--- config.mk ---
export PLATFORM = sky130hd
export DESIGN_NAME = mcac_pcm_tx
export DESIGN_NICKNAME = d
export VERILOG_FILES = /design/src/rtl/mcac_pcm_tx.sv
export SDC_FILE = /design/constraint.sdc
export NUM_CORES = 1
export LEC_CHECK = 0
export CELL_PAD_IN_SITES_DETAIL_PLACEMENT = 0
export CELL_PAD_IN_SITES_GLOBAL_PLACEMENT = 2
export CORE_UTILIZATION = 39
export DETAILED_ROUTE_END_ITERATION = 10
export GPL_TIMING_DRIVEN = 0
export PLACE_DENSITY = 0.85
export SLEW_MARGIN = 0
export SYNTH_ARGS = -nofsm -noshare
export SYNTH_HDL_FRONTEND = slang
export SYNTH_SLANG_ARGS = --single-unit
--- constraint.sdc ---
create_clock -name clk -period 3.2 [get_ports clk]
set_input_delay 0.64 -clock clk [delete_from_list [all_inputs] [get_ports clk]]
set_output_delay 0.64 -clock clk [all_outputs]
set_load 0.01 [all_outputs]
--- src/rtl/mcac_pcm_tx.sv ---
// mcac_pcm_tx: PCM TDM frame transmitter driving the encoder's s/s_clk/s_fs input port.
// Revision: 1.0
`default_nettype none

module mcac_pcm_tx #(
  parameter int NCH   = 32,
  parameter int DIV   = 16,
  parameter int DEPTH = 4
) (
  input  logic                   clk,
  input  logic                   reset,
  input  logic                   enable,
  input  logic                   law,
  input  logic [7:0]             in_data,
  input  logic                   in_sof,
  input  logic                   in_valid,
  output logic                   in_ready,
  output logic [7:0]             s,
  output logic                   s_clk,
  output logic                   s_fs,
  output logic [$clog2(NCH)-1:0] ch_idx,
  output logic                   underrun,
  output logic                   sync_err
);

  localparam int CW = $clog2(NCH);
  localparam int AW = $clog2(DEPTH);
  localparam int DW = $clog2(DIV);

  logic [8:0]    mem [DEPTH];
  logic [AW-1:0] wr_ptr;
  logic [AW-1:0] rd_ptr;
  logic [AW:0]   count;
  logic          run_ok;
  logic          started;
  logic [DW-1:0] div_cnt;

  logic          full;
  logic          empty;
  logic [8:0]    head;
  logic          load;
  logic          push;
  logic          pop;
  logic          misaligned;
  logic [CW-1:0] nxt_ch;
  logic [DW-1:0] div_nxt;
  logic [7:0]    idle_code;

  assign full      = (count == (AW+1)'(DEPTH));
  assign empty     = (count == '0);
  assign head      = mem[rd_ptr];
  assign in_ready  = run_ok && !full;
  assign push      = reset && in_valid && in_ready;
  assign load      = enable && (!started || div_cnt == DW'(DIV-1));
  assign idle_code = law ? 8'hD5 : 8'hFF;

  always_comb begin
    nxt_ch = '0;
    if (started && ch_idx != CW'(NCH-1))
      nxt_ch = ch_idx + 1'b1;
    div_nxt    = load ? '0 : div_cnt + 1'b1;
    // A start-of-frame sample is held back until slot 0 comes around.
    misaligned = head[8] && (nxt_ch != '0);
    pop        = load && !empty && !misaligned;
  end

  always_ff @(posedge clk) begin
    if (push)
      mem[wr_ptr] <= {in_sof, in_data};
  end

  always_ff @(posedge clk) begin
    if (!reset) begin
      wr_ptr   <= '0;
      rd_ptr   <= '0;
      count    <= '0;
      run_ok   <= 1'b0;
      started  <= 1'b0;
      div_cnt  <= '0;
      s        <= '0;
      s_clk    <= 1'b0;
      s_fs     <= 1'b0;
      ch_idx   <= '0;
      underrun <= 1'b0;
      sync_err <= 1'b0;
    end else begin
      run_ok   <= 1'b1;
      underrun <= 1'b0;
      sync_err <= 1'b0;
      if (push)
        wr_ptr <= wr_ptr + 1'b1;
      if (pop)
        rd_ptr <= rd_ptr + 1'b1;
      if (push && !pop)
        count <= count + 1'b1;
      else if (pop && !push)
        count <= count - 1'b1;

      if (enable) begin
        started <= 1'b1;
        div_cnt <= div_nxt;
        s_clk   <= (div_nxt >= DW'(DIV/2));
        if (load) begin
          ch_idx <= nxt_ch;
          s_fs   <= (nxt_ch == '0);
          if (empty) begin
            s        <= idle_code;
            underrun <= 1'b1;
          end else if (misaligned) begin
            s        <= idle_code;
            sync_err <= 1'b1;
          end else begin
            s <= head[7:0];
          end
        end
      end else begin
        started <= 1'b0;
        div_cnt <= '0;
        s_clk   <= 1'b0;
        s_fs    <= 1'b0;
      end
    end
  end

endmodule

`default_nettype wire

# Word level (Yosys, flattened, before mapping)
# Memories as Yosys holds them, arrays and structs flattened. A register that Yosys moved wholly into a read port is not among the register bits.
# Index checks and enable logic that the tools add are counted.
# word_totals
register_bits,30
ramBits,36
in_bits,14
out_inout_bits,18
n_memories,1
# op_classes
addsub,6
n_lt_le_gt_ge,1
eq_ne,3
n_mux,15
n_bitwise,3
n_reduce_logical,25
# memory_table
name,words,width,rd,rd_clocked_by_memory_dff,write_ports,line,text
mem,4,9,1,1,1,30,logic [8:0] mem [DEPTH];
# op_table
operator,count
$mux 8,2
$logic_and 1x1->1,10
$logic_not 1->1,6
$mux 1,6
$mux 3,2
$mux 6,1
$add 5x1->5 const B,1
$logic_not 5->1,1
$mux 5,1
$ne 5x5->1 const B,1
$reduce_bool 5->1,1
$add 2x1->2 const B,2
$add 4x1->4 const B,1
$eq 4x4->1 const B,1
$ge 4x4->1 const B,1
$mux 2,2
$mux 4,1
$reduce_and 2->1,2
$reduce_or 4->1,1
$add 3x1->3 const B,1
$eq 3x3->1 const B,1
$logic_not 3->1,1
$not 1->1,3
$reduce_and 3->1,1
3 further kinds,3

# Logic depth before layout (Yosys ltp)
# Gate-level depths: netlist (run 1).
# depth
word_depth,10
ltp_mapped,13
depth_no_buf,12

# Worst setup path before layout (run 1)
# No wires, ideal clock.
# synth_path
path_type,reg2reg
startpoint,register ch_idx[0]
endpoint,register count[2]
t_arrival_ns,2.881
t_required_ns,3.129
slack_ns,0.249
stages_incl_launch_ff,14
period_less_slack_ns,2.951
path_cell_list,dfxtp_1 -> ha_1 -> and3_1 -> ha_1 -> nor3b_1 -> a311oi_4 -> nand2b_1 -> buf_6 -> ha_1 -> inv_1 -> fa_1 -> xor2_1 -> or3_1 -> a21oi_1
# synth_via
elab_chain_len,10
word_cells_on_any_way,13
# synth_lines
item,line,text
from (decl),21,"output logic [$clog2(NCH)-1:0] ch_idx,"
from (signal assigned),104,ch_idx <= nxt_ch;
"parallel branches: the longest is 2 deep, another holds $add 5x1->5",--,
$mux 5 *,59,if (started && ch_idx != CW'(NCH-1))
$reduce_bool 5->1 *,63,misaligned = head[8] && (nxt_ch != '0);
$logic_and 1x1->1 *,63,
$logic_not 1->1 *,64,pop = load && !empty && !misaligned;
$logic_and 1x1->1 *,64,
$logic_not 1->1,94,if (push && !pop)
$logic_and 1x1->1,94,
$mux 3 / $reduce_bool 2->1 (equally long branches),--,
to (signal assigned),95,count <= count + 1'b1;
to (signal assigned),97,count <= count - 1'b1;
to (decl),33,logic [AW:0] count;
# Mark *: on every way between the ends.
# A chain may end at the register's enable or synchronous reset.

# Worst setup path in the final report (run 1)
# Same ends and word-level chain as after synthesis.

==> results.sh, run 1 <==
export IMPL_run_status="complete, no violations"
export IMPL_synth_top_cell_area_share_pct=39.7
export IMPL_slew_viol_final=0
export IMPL_die_x_um=85.6
export IMPL_r2r_start="ch_idx[0]"
export IMPL_rrSetupSlack_ns=0.22
export IMPL_grt_overflow=0
export IMPL_htreeDepth=3
export IMPL_slew_headroom_pct=56.4
export IMPL_synth_edf_count=36
export IMPL_synth_nets=214
export IMPL_crit_fanout=6
export IMPL_setup_viol=0
export IMPL_cts_inserted_buffers=9
export IMPL_finalCriticalPeriod_ns=2.98
export IMPL_netlist_instances=191
export IMPL_drc=0
export IMPL_firstDrtPassIters=4
export IMPL_ff_latch_area_mm2=0.00172
export IMPL_ant_nets=0
export IMPL_skew_ns=0.00953
export IMPL_hold_ws_ns=0.448
export IMPL_cp_endpoint="count[2]"
export IMPL_met2_usage_pct=23.2
export IMPL_final_area_mm2=0.00336
export IMPL_ir_drop_v=0.000224
export IMPL_drv_cap=0
export IMPL_grt_max_degree=13
export IMPL_place_area_mm2=0.00314
export IMPL_clock_insertion_delay_worst_skew_ns=0.33
export IMPL_cts_path_max_buffers=2
export IMPL_n_antenna_cell=0
export IMPL_reg2reg_to="count[2]"
export IMPL_yosys_warnings=0
export IMPL_use_met3_pct=3.08
export IMPL_num_vias=1610
export IMPL_cp_start_kind="flip-flop"
export IMPL_antenna_found_initial=0
export IMPL_nNetsFinal=258
export IMPL_hold_path_class="flip-flop to flip-flop"
export IMPL_vias_per_cell=5.03
export IMPL_ios=32
export IMPL_wl_per_cell_um=14.8
export IMPL_synth_area_leaders="edfxtp_1 40%, dfxtp_1 23%, mux4_1 7.7%, ha_1 3.7%, nor2_1 2.3%"
export IMPL_gp_congestion=0.696
export IMPL_grt_pass1_vias=1607
export IMPL_multi_input_area_um2=951
export IMPL_drive_gt1_share_pct=13.3
export IMPL_clkTransAtPathRegs_ns=0.07
export IMPL_portBuffers=31
export IMPL_syn_area_per_cell_um2=14.3
export IMPL_core_area_mm2=0.00676
export IMPL_end_kind="flip-flop"
export IMPL_grt_pass1_wl_um=7760
export IMPL_grtUsageMet1_pct=18.5
export IMPL_hold_viol=0
export IMPL_finalCritPeriodShare_pct=93.0
export IMPL_numClockSinks=68
export IMPL_synth_largest_area_cell="edfxtp_1"
export IMPL_cts_tree="done"
export IMPL_rsz0062_at_grt="false"
export IMPL_worst_pin_slew_ns=0.654
export IMPL_crit_start="ch_idx[0]"
export IMPL_rows=30
export IMPL_start_util_pct=40.4
export IMPL_track_usage_pct=14.4
export IMPL_ys_async_sr_fraction_pct=0
export IMPL_die_h_um=85.6
export IMPL_p_leak_nw=1.20
export IMPL_ctsRootBufferMaster="clkbuf_8"
export IMPL_tns_ns=0
export IMPL_first_iter_violations=58
export IMPL_cp_required_ns=3.45
export IMPL_criticalPathCategory="flip-flop to flip-flop"
export IMPL_area_growth_syn_to_layout_pct=23.2
export IMPL_top_usage_layer="met2"
export IMPL_worstPathArrival_ns=3.23
export IMPL_yosysSeqAreaShare_pct=63.1
export IMPL_synth_flop_cell="edfxtp_1"
export IMPL_totalWireLength_um=4740
export IMPL_fmax_mhz=336
export IMPL_dieArea_mm2=0.00733
export IMPL_syn_area_mm2=0.00273
export IMPL_ys_seq_elements=68
export IMPL_power_density_mw_per_mm2=624
export IMPL_n_fill_cell=597
export IMPL_synth_distinct_cells=33
export IMPL_dp_hpwl_um=3220
export IMPL_reg2reg_depth=12
==> layout make-up <==
cell class                      count  area share [%]
Clock buffer                       10            3.80
Buffer                              5            1.01
Inverter                            7           0.782
Sequential cell                    68            51.3
Multi-Input combinational cell    110            28.3
Clock inverter                      6            1.94
Tap cell                           80            2.98
Timing Repair Buffer               34            9.91
==> critical path: stages (launching register included) <==
cell and delay [ns]:
dfxtp_2 0.35, ha_1 0.22, and3_1 0.19, ha_1 0.29, nor3b_1 0.08, a311oi_4 0.38, nand2b_4 0.22, ha_2 0.18
inv_1 0.05, fa_1 0.36, xor2_1 0.16, or3_1 0.30, a21oi_1 0.14
==> layout by cell type, fill, tap and decap left out, types with 2 or more instances in the layout <==
master           count
a21oi_1              9
a31oi_1              3
and2_1               6
and3_1               3
buf_4                3
buf_6                2
clkbuf_1             4
clkbuf_8             9
clkdlybuf4s50_1     31
clkinv_2             2
clkinv_4             2
dfxtp_1             31
edfxtp_1            36
ha_1                 7
inv_1                7
mux2i_1              4
mux4_1               8
nand2_1             10
nand2b_4             2
nand3_1              5
nor2_1              17
nor3_1               2
o21ai_0              4
o221a_1              5
o221a_2              3
or3_1                3
xnor2_1              3
xor2_1               4
==> sequential cells by signal (all words and copies together) (netlist names), named ones only <==
signal    count
mem          36
s             8
ch_idx        5
div_cnt       4
count         3
rd_ptr        2
wr_ptr        2
run_ok        1
s_clk         1
s_fs          1
started       1
sync_err      1
underrun      1
==> routing by layer <==
layer,part of all wire [%],up-vias
met2,47,30
met1,48,763
met4,2.1,0
met3,3.1,9
li1,-,808
met5,0,-
==> Yosys cell counts, types with 2 or more instances <==
master,count
a31oi_1,3
nand3_1,5
and3_1,3
edfxtp_1,36
nand2b_1,3
xnor2_1,3
o221a_1,5
and2_1,6
clkbuf_1,3
o221a_2,3
a21oi_1,9
ha_1,8
nor2_1,17
o21ai_0,4
mux2i_1,4
buf_6,3
mux4_1,8
nor3_1,2
nand2_1,10
dfxtp_1,32
or3_1,3
inv_1,7
xor2_1,4
==> what timing repair did <==
item,in CTS,in global routing
endpoints found under the setup margin,0,2
setup buffers,0,3
resized for setup,0,5
hold endpoints to repair,0,0
hold buffers,0,0
==> where the power goes <==
group / total [mW] / switching, mW / internal, mW / leakage (nW)
registers: 1.02 / 0.0397 / 0.982 / 0.588
clock network: 0.681 / 0.321 / 0.360 / 0.0962
logic: 0.393 / 0.189 / 0.205 / 0.517
==> through the flow <==
step | worst slack, ns | utilization [%] | instances | power [mW]
after CTS | 0.0264 | 49.3 | 318 | 2.11
after global placement | 0.0626 | 46.4 | 302 | 1.42
after detailed placement | 0.0242 | 46.4 | 302 | 1.43
after floorplan | 0.249 | - | 191 | 1.30
final | 0.223 | 49.7 | 320 | 2.10
after global routing | 0.0315 | 49.7 | 320 | 2.20
==> cells by family after synthesis <==
| kind of cell | share of synthesized area [%] |
|---|---|
| AOI/OAI and AO/OA | 8.58 |
| xor gates and xnor gates | 2.25 |
| adders and majority gates | 4.41 |
| buffers and inverters | 2.62 |
| DFF | 63.1 |
| muxes | 9.73 |
| and+or+nand+nor | 9.27 |
==> how the worst min path moves through the flow <==
stage          slack (ns)        from  depth (start not counted)         end
2_1_floorplan        0.42  div_cnt[0]                          1  div_cnt[0]
3_3_place_gp         0.43  div_cnt[0]                          1  div_cnt[0]
3_5_place_dp         0.44  div_cnt[0]                          1  div_cnt[0]
4_1_cts              0.45  div_cnt[0]                          1  div_cnt[0]
5_1_grt              0.49  div_cnt[0]                          1  div_cnt[0]
6_report             0.45  div_cnt[0]                          1  div_cnt[0]
(Power assumes the default switching activity.)
==> inputs of run 2 (changes only) <==
--- a/config.mk
+++ b/config.mk
@@ -11,6 +11,7 @@
 export DETAILED_ROUTE_END_ITERATION = 10
 export GPL_TIMING_DRIVEN = 0
 export PLACE_DENSITY = 0.85
+export SETUP_SLACK_MARGIN = 0.15
 export SLEW_MARGIN = 0
 export SYNTH_ARGS = -nofsm -noshare
 export SYNTH_HDL_FRONTEND = slang
==> constraint.sdc (replaced) <==
create_clock -name clk -period 3.2 [get_ports clk]
set_input_delay 0.32 -clock clk [delete_from_list [all_inputs] [get_ports clk]]
set_output_delay 0.32 -clock clk [all_outputs]
set_load 0.01 [all_outputs]
==> run 2 against run 1 <==
  * Combinational power rose by 5.9%
  * Clock skew decreased by 0.0011 ns
  * Critical path depth increased by 1
  * Clock power is essentially flat
  * Register-to-register slack gained 0.07 ns
  * Final area grew 1.2%
  * Hold slack about the same
==> results.sh, run 2 (same netlist as run 1, synthesis figures left out) <==
export IMPL_critPathTopFamily="simple AND/OR/NAND/NOR gates"
export IMPL_rsz0062_at_grt="false"
export IMPL_rows=30
export IMPL_wl_met3_um=147
export IMPL_firstDrtPassIters=4
export IMPL_regMostFlops="mem"
export IMPL_die_h_um=85.6
export IMPL_end_kind="flip-flop"
export IMPL_setup_viol=0
export IMPL_fmax_mhz=344
export IMPL_largestRegisters="mem x36, s x8, ch_idx x5"
export IMPL_final_common_cell="edfxtp_1"
export IMPL_clock_insertion_delay_worst_skew_ns=0.33
export IMPL_highest_layer="met4"
export IMPL_first_iter_violations=52
export IMPL_hold_path_class="flip-flop to flip-flop"
export IMPL_antenna_found_initial=0
export IMPL_area_growth_syn_to_layout_pct=24.6
export IMPL_critPathMaxStageDelay_ns=0.36
export IMPL_n_antenna_cell=0
export IMPL_ctsRootBufferMaster="clkbuf_8"
export IMPL_drc=0
export IMPL_slew_viol_final=0
export IMPL_dr_wl_met2_um=2280
export IMPL_dp_hpwl_um=3220
export IMPL_die_x_um=85.6
export IMPL_nNetsFinal=260
export IMPL_ir_drop_v=0.000225
export IMPL_finalCritPeriodShare_pct=90.9
export IMPL_worst_slack_ns=0.290
export IMPL_gp_congestion=0.696
export IMPL_wl_met1_um=2280
export IMPL_path_cells="ha_2 > and3_1 > ha_1 > nand2b_4 > a311oi_4 > nand2b_4 > buf_8 > ha_2 > inv_1 > fa_2 > xor2_1 > or3_1 > a21oi_2"
export IMPL_slew_headroom_pct=57.7
export IMPL_cts_inserted_buffers=9
export IMPL_dieArea_mm2=0.00733
export IMPL_run_status="complete, no violations"
export IMPL_grt_pass1_vias=1618
export IMPL_cp_required_ns=3.46
export IMPL_grt_overflow=0
export IMPL_track_usage_pct=14.5
export IMPL_skew_ns=0.00841
export IMPL_crit_fanout=6
export IMPL_drv_cap=0
export IMPL_tns_ns=0
export IMPL_numClockSinks=68
export IMPL_grt_max_degree=13
export IMPL_clkTransAtPathRegs_ns=0.07
export IMPL_p_leak_nw=1.21
export IMPL_finalCriticalPeriod_ns=2.91
export IMPL_grt_pass1_wl_um=7800
export IMPL_htreeDepth=3
export IMPL_cp_slowest_cell="dfxtp_4"
export IMPL_final_cell_mix="36 x edfxtp_1, 31 x dfxtp_1, 31 x clkdlybuf4s50_1, 17 x nor2_1, 10 x nand2_1"
export IMPL_cts_path_max_buffers=2
export IMPL_num_vias=1625
export IMPL_totalWireLength_um=4800
export IMPL_finalPower_mw=2.12
export IMPL_power_density_mw_per_mm2=623
export IMPL_ant_nets=0
export IMPL_portBuffers=31
export IMPL_core_area_mm2=0.00676
export IMPL_critPathBufInv=2
export IMPL_criticalPathCategory="flip-flop to flip-flop"
export IMPL_hold_viol=0
export IMPL_worstPathArrival_ns=3.16
export IMPL_start_util_pct=40.4
export IMPL_wl_per_cell_um=14.9
export IMPL_worst_pin_slew_ns=0.635
export IMPL_cp_start_kind="flip-flop"
export IMPL_ios=32
export IMPL_largest_reg_flops=36
export IMPL_cts_tree="done"
export IMPL_vias_per_cell=5.05
export IMPL_drive_gt1_share_pct=15.7
export IMPL_pre_cts_slack_ns=0.0242
==> run 2: report_power, final <==
| part | internal, mW | switching, mW |
|---|---|---|
| combinational | 0.220 | 0.196 |
| clock | 0.360 | 0.319 |
| sequential | 0.981 | 0.0404 |
| total | 1.56 | 0.555 |
==> run 2: area by class of cell <==
type | count | area [um^2]
fillers | 592 | 3360
flip-flops and latches | 68 | 1730
multi-input cells | 110 | 965
repair buffers | 35 | 340
clock buffers | 10 | 128
well taps | 80 | 100
clock inverters | 6 | 65.1
plain buffers | 6 | 48.8
inverters | 7 | 26.3
==> run 2: through the flow <==
| stage | hold slack, ns | utilization, % | cells | cell area (um^2) |
|---|---|---|---|---|
| final | 0.448 | 50.3 | 322 | 3400 |
| after global routing | 0.485 | 50.3 | 322 | 3400 |
| after CTS | 0.450 | 49.8 | 320 | 3370 |
| after detailed placement | 0.439 | 46.4 | 302 | 3140 |
| after global placement | 0.430 | 46.4 | 302 | 3140 |
| after floorplan | 0.348 | - | 191 | 2730 |
==> run 2: path summary, 6_finish.rpt <==
path	from	endpoint	slack [ns]	cells after the start
setup / recovery	ch_idx[0]	count[2]	0.29	13
hold / removal	div_cnt[0]	div_cnt[0]	0.45	1
setup reg to reg	ch_idx[0]	count[2]	0.29	13
hold reg to reg	div_cnt[0]	div_cnt[0]	0.45	1
==> run 2: repair_timing <==
item,in CTS,in global routing
hold buffers,0,0
pin swaps,1,3
setup endpoints to repair,1,2
buffers inserted,2,2
resized for setup,6,5
==> run 2: routing by layer <==
metal	vias to the layer above	global-route usage, %
li1	812	-
met1	772	18.6
met2	31	23.4
met3	10	3.08
met4	0	7.27
met5	-	0
